## src/rtl/rd_sched.sv

```systemverilog
// Two-channel round-robin read scheduler that splits transfers into read-block commands.
// Optional macro RD_SCHED_SPLIT_EN: chunk each transfer to at most MAX_CHUNK bytes.
module rd_sched #(
  parameter int MAX_CHUNK = 64
) (
  input  logic        clk,
  input  logic        rst_n,
  input  logic        req0,
  input  logic        req1,
  input  logic [31:0] req_addr0,
  input  logic [31:0] req_addr1,
  input  logic [15:0] req_size0,
  input  logic [15:0] req_size1,
  output logic [1:0]  grant,
  output logic [1:0]  ch_done,
  output logic        rb_start,
  output logic [31:0] rb_addr,
  output logic [15:0] rb_size,
  input  logic        rb_busy,
  input  logic        rb_done,
  output logic        busy
);

  generate
    if (MAX_CHUNK < 4 || MAX_CHUNK > 32768 || (MAX_CHUNK % 4) != 0) begin : g_bad_cfg
      $error("rd_sched: MAX_CHUNK must be a multiple of 4 in 4..32768");
    end
  endgenerate

  typedef enum logic [1:0] {IDLE, ISSUE, WAIT, FIN} state_e;

  state_e      state_q, state_d;
  logic [1:0]  grant_q, grant_d;
  logic [1:0]  done_q, done_d;
  logic        start_q, start_d;
  logic [31:0] addr_q, addr_d;
  logic [15:0] size_q, size_d;
  logic [16:0] rem_q, rem_d;
  logic        busy_q, busy_d;
  logic        last_q, last_d;   // 1: channel 1 was served last

  logic        pick1;
  logic [31:0] sel_addr;
  logic [15:0] sel_size;
  logic [16:0] step;

`ifdef RD_SCHED_SPLIT_EN
  localparam logic [16:0] CHUNK_CAP = 17'(MAX_CHUNK);

  function automatic logic [16:0] chunk_of(input logic [16:0] rem);
    return (rem > CHUNK_CAP) ? CHUNK_CAP : rem;
  endfunction
`else
  function automatic logic [16:0] chunk_of(input logic [16:0] rem);
    return rem;
  endfunction
`endif

  // A full 64 KiB chunk cannot be expressed in 16 bits; report the largest word-aligned size.
  function automatic logic [15:0] size_of(input logic [16:0] rem);
    logic [16:0] c;
    c = chunk_of(rem);
    return c[16] ? 16'hFFFC : c[15:0];
  endfunction

  always_comb begin
    state_d  = state_q;
    grant_d  = grant_q;
    done_d   = 2'b00;
    start_d  = start_q;
    addr_d   = addr_q;
    size_d   = size_q;
    rem_d    = rem_q;
    last_d   = last_q;
    pick1    = req1 && (!req0 || !last_q);
    sel_addr = pick1 ? req_addr1 : req_addr0;
    sel_size = pick1 ? req_size1 : req_size0;
    step     = chunk_of(rem_q);

    case (state_q)
      IDLE: begin
        if (req0 || req1) begin
          grant_d = pick1 ? 2'b10 : 2'b01;
          addr_d  = {sel_addr[31:2], 2'b00};
          rem_d   = ({1'b0, sel_size} + 17'd3) & ~17'd3;
          size_d  = size_of(rem_d);
          start_d = (rem_d != 17'd0);
          state_d = ISSUE;
        end
      end
      ISSUE: begin
        if (rem_q == 17'd0) begin
          state_d = FIN;
        end else if (rb_busy) begin
          start_d = 1'b0;
          state_d = WAIT;
        end
      end
      WAIT: begin
        if (rb_done) begin
          rem_d  = rem_q - step;
          addr_d = addr_q + {15'd0, step};
          size_d = size_of(rem_d);
          if (rem_d != 17'd0) begin
            start_d = 1'b1;
            state_d = ISSUE;
          end else begin
            state_d = FIN;
          end
        end
      end
      FIN: begin
        done_d  = grant_q;
        grant_d = 2'b00;
        last_d  = grant_q[1];
        state_d = IDLE;
      end
      default: state_d = IDLE;
    endcase

    busy_d = (state_d != IDLE);
  end

  always_ff @(posedge clk or negedge rst_n) begin
    if (!rst_n) begin
      state_q <= IDLE;
      grant_q <= 2'b00;
      done_q  <= 2'b00;
      start_q <= 1'b0;
      addr_q  <= 32'd0;
      size_q  <= 16'd0;
      rem_q   <= 17'd0;
      busy_q  <= 1'b0;
      last_q  <= 1'b1;
    end else begin
      state_q <= state_d;
      grant_q <= grant_d;
      done_q  <= done_d;
      start_q <= start_d;
      addr_q  <= addr_d;
      size_q  <= size_d;
      rem_q   <= rem_d;
      busy_q  <= busy_d;
      last_q  <= last_d;
    end
  end

  assign grant    = grant_q;
  assign ch_done  = done_q;
  assign rb_start = start_q;
  assign rb_addr  = addr_q;
  assign rb_size  = size_q;
  assign busy     = busy_q;

endmodule

```

## config.mk

```make
export PLATFORM = sky130hd
export DESIGN_NAME = rd_sched
export DESIGN_NICKNAME = d
export VERILOG_FILES = /design/src/rtl/rd_sched.sv
export SDC_FILE = /design/constraint.sdc
export NUM_CORES = 1
export LEC_CHECK = 0
export CAP_MARGIN = 20
export CORE_ASPECT_RATIO = 1.75
export CORE_UTILIZATION = 30
export DETAILED_ROUTE_END_ITERATION = 6
export PLACE_DENSITY_LB_ADDON = 0.05
export SLEW_MARGIN = 20
export SYNTH_ARGS = -nofsm -noshare
export SYNTH_HDL_FRONTEND = slang
export SYNTH_SLANG_ARGS = --single-unit
```

## constraint.sdc

```tcl
create_clock -name clk -period 4.3 [get_ports clk]
set_clock_uncertainty 0.2 [all_clocks]
set_input_delay 0.645 -clock clk [delete_from_list [all_inputs] [get_ports clk]]
set_output_delay 0.645 -clock clk [all_outputs]
set_load 0.01 [all_outputs]
```

==> flow_summary.toml <==
[timing]
fin_setup_tns_ns = 0
fin_crit_ns = 3.741
slew_viol_final = 0
tightest_slew_ns = 0.9569
hold_viol_final = 0
setup_violations = 0
fmax_ghz = 0.2673
slew_headroom = 0.3621
rsz0062_at_grt = "false"
post-route-period-util = 0.8699

[power_and_ir_drop]
p_int_w = 0.002886
ir_drop_v = 0.0004059
p_leak_nw = 2.932
clkPwrFrac = 0.191
power_density_mw_per_mm2 = 720.6
p_sw_frac = 0.4099
seqPwrFrac = 0.264
p_switching_w = 0.002005
p_comb_frac = 0.546

[routing]
met3_length_um = 603
num_vias = 4763
highest_layer = "met4"
routed_wl_um = 15370
drt_iter0_markers = 186
route.met2.wl_um = 8394
drc = 0
met1_length_um = 6072
ant_nets = 0
post_drt_wl_per_cell_um = 17.25
via_per_inst = 5.346
dr.pass1.iters = 4

[cts]
cts_max_level = 3
cts_tree = "built"
cts_root_buffer = "clkbuf_16"
cts_setup_buffers = 0
cts_buffer_depth = 2
clkTransAtPathRegs_ns = 0.06
numClockSinks = 70
clock_latency_ns = 0.34
numCtsBuffers = 9
ctsResizeCount = 0
cts_hold_buf = 0

[grt]
grt_max_degree = 71
track_usage = 0.1923
antenna_found_initial = 0
grt_pass1_vias = 4886
grt_overflow = 0
grt_pass1_wl_um = 24920

[finish]
n_antenna_cell = 0
drive_gt1_frac = 0.06950
synthToLayoutAreaGrowth_pct = 44.36
stdcell_count = 891
layout.nets = 821
final_core_util = 0.4432

[die]
die_x_um = 96.64
fp.dieArea_mm2 = 0.01620
initial_core_util = 0.3070
core_area_mm2 = 0.01531
die_h_um = 167.6
rows = 60
ios = 156

[place]
place_inst = 875
port_buffers = 149
place.gp.congestion = 0.7925
place_hpwl_um = 11620

[synth]
synth_edf_count = 0
ys_top_cells_by_area = "dfrtp_1 (37%), nand2_1 (8.1%), a21oi_1 (6.1%)"
ys.warnings.count = 0
synth_flop_cell = "dfrtp_1"
avgSynthCellArea_um2 = 8.442
synth.most_common_cell = "nand2_1"
synth_area_mm2 = 0.004702
synth-seq-cells = 70
yosysSeqAreaShare = 0.3728
synth.top_cell.area_share = 0.3672
async_reset_ff_frac = 1.000
synthDistinctLibCells = 62
synth_top_area_cell = "dfrtp_1"
synth_cells = 557
ys_top_cells_by_count = "nand2_1 (101), dfrtp_1 (69), a21oi_1 (57), o21ai_0 (34), clkbuf_1 (26)"

[job]
maxCapViolations = 0

[setup_path]
rrSetupSlack_ns = 1.08
crit_required_ns = 4.33
worstPathArrival_ns = 3.77
r2r_cells = 8
critPathLaunchType = "input port"
rr_startpoint = "last_q"
critPathKind = "in2reg"
end_kind = "register"
r2r-end = "rb_size[14]"
crit_fanout = 5

[status]
status = "completed"

[worst_hold_path]
min_path_type = "in2async"
-- critical path, stage by stage --
cell and delay (ns):
clkdlybuf4s50_1 0.55, a21boi_4 0.26, mux2_2 0.38, or4_1 0.55
a21o_1 0.23, or4_1 0.68, nand3b_1 0.22, a32o_1 0.24
-- metrics by stage --
step / area, µm² / total power, W / hold slack, ns / setup WS, ns
floorplan: 4706 / 0.002900 / 0.1494 / 0.8406
global placement: 6416 / 0.003957 / 0.2741 / 0.2423
detailed placement: 6416 / 0.003996 / 0.2821 / 0.2076
CTS: 6788 / 0.004958 / 0.2954 / 0.5552
global route: 6788 / 0.005304 / 0.3042 / 0.4445
finish: 6788 / 0.004891 / 0.2472 / 0.5593
-- worst max path at each step --
stage | startpoint | endpoint | slack, ns | cells past startpoint
floorplan | req1 | rb_size[14] | 0.84 | 10
global placement | req1 | rb_size[14] | 0.24 | 8
detailed placement | req1 | rb_size[14] | 0.21 | 8
CTS | req1 | rb_size[14] | 0.56 | 8
global route | req1 | rb_size[7] | 0.44 | 9
finish | req1 | rb_size[14] | 0.56 | 8
-- state kept, by name, summed over array words and instances, names as in the netlist --
register / flops
rb_addr: 32
rem_q: 15
rb_size: 14
ch_done: 2
grant: 2
state_q: 2
busy: 1
last_q: 1
rb_start: 1
-- metal layers --
metal	GRT usage	vias to the layer above
met2	0.3656	117
li1	-	2325
met1	0.2087	2298
met3	0.03381	23
met4	0.07138	0
met5	0	-
-- power by group through the flow --
stage / combinational, W / clock, W / sequential (W)
2_1_floorplan: 0.00160 / 0 / 0.00130
3_3_place_gp: 0.00265 / 0 / 0.00130
3_5_place_dp: 0.00269 / 0 / 0.00131
4_1_cts: 0.00271 / 0.000954 / 0.00130
5_1_grt: 0.00298 / 0.000982 / 0.00134
6_report: 0.00267 / 0.000933 / 0.00129
-- area by class of cell --
cell class                 count  area (µm²)
timing repair buffer         165        1622
fill                        1561        8527
tap                          186       232.7
multi-input combinational    443        2768
inverter                      11       41.29
sequential                    70        1753
clock buffer                   9       225.2
clock inverter                 7       146.4
-- cells in the final DEF, fill, tap and decap left out, types with 3 or more instances in the layout --
cell type | Yosys | final
clkdlybuf4s50_1 | 0 | 148
a221o_1 | 6 | 6
dfrtp_1 | 69 | 69
inv_1 | 10 | 10
clkinv_4 | 0 | 3
xor2_1 | 9 | 9
or2_2 | 4 | 4
a31o_2 | 3 | 3
o21a_1 | 5 | 5
nand4_1 | 7 | 7
and2_1 | 9 | 9
a211o_1 | 10 | 10
clkbuf_16 | 0 | 9
a31oi_1 | 8 | 8
nor2_1 | 24 | 24
mux2i_1 | 18 | 18
a22o_1 | 7 | 7
and3_1 | 4 | 4
buf_4 | 2 | 16
a21o_1 | 16 | 16
o41ai_1 | 4 | 4
nand2_1 | 101 | 100
nand3_1 | 17 | 17
nor3_1 | 16 | 16
o21ai_0 | 34 | 34
nor4_1 | 7 | 7
or3_1 | 5 | 5
a21oi_1 | 57 | 57
a32o_1 | 3 | 3
bufinv_16 | 0 | 4
or4_1 | 3 | 3
ha_1 | 19 | 19
xnor2_1 | 13 | 13
-- cell families after synthesis --
kind of cell	Yosys count	share of synthesized area
DFF	70	0.3728
AOI/OAI and AO/OA	171	0.2403
buffers and inverters	45	0.04151
xor gates and xnor gates	22	0.04098
other	1	0.0007975
and+or+nand+nor	209	0.2100
adders and majority gates	19	0.05056
muxes	20	0.04311
Power figures use the tool's default switching activity.
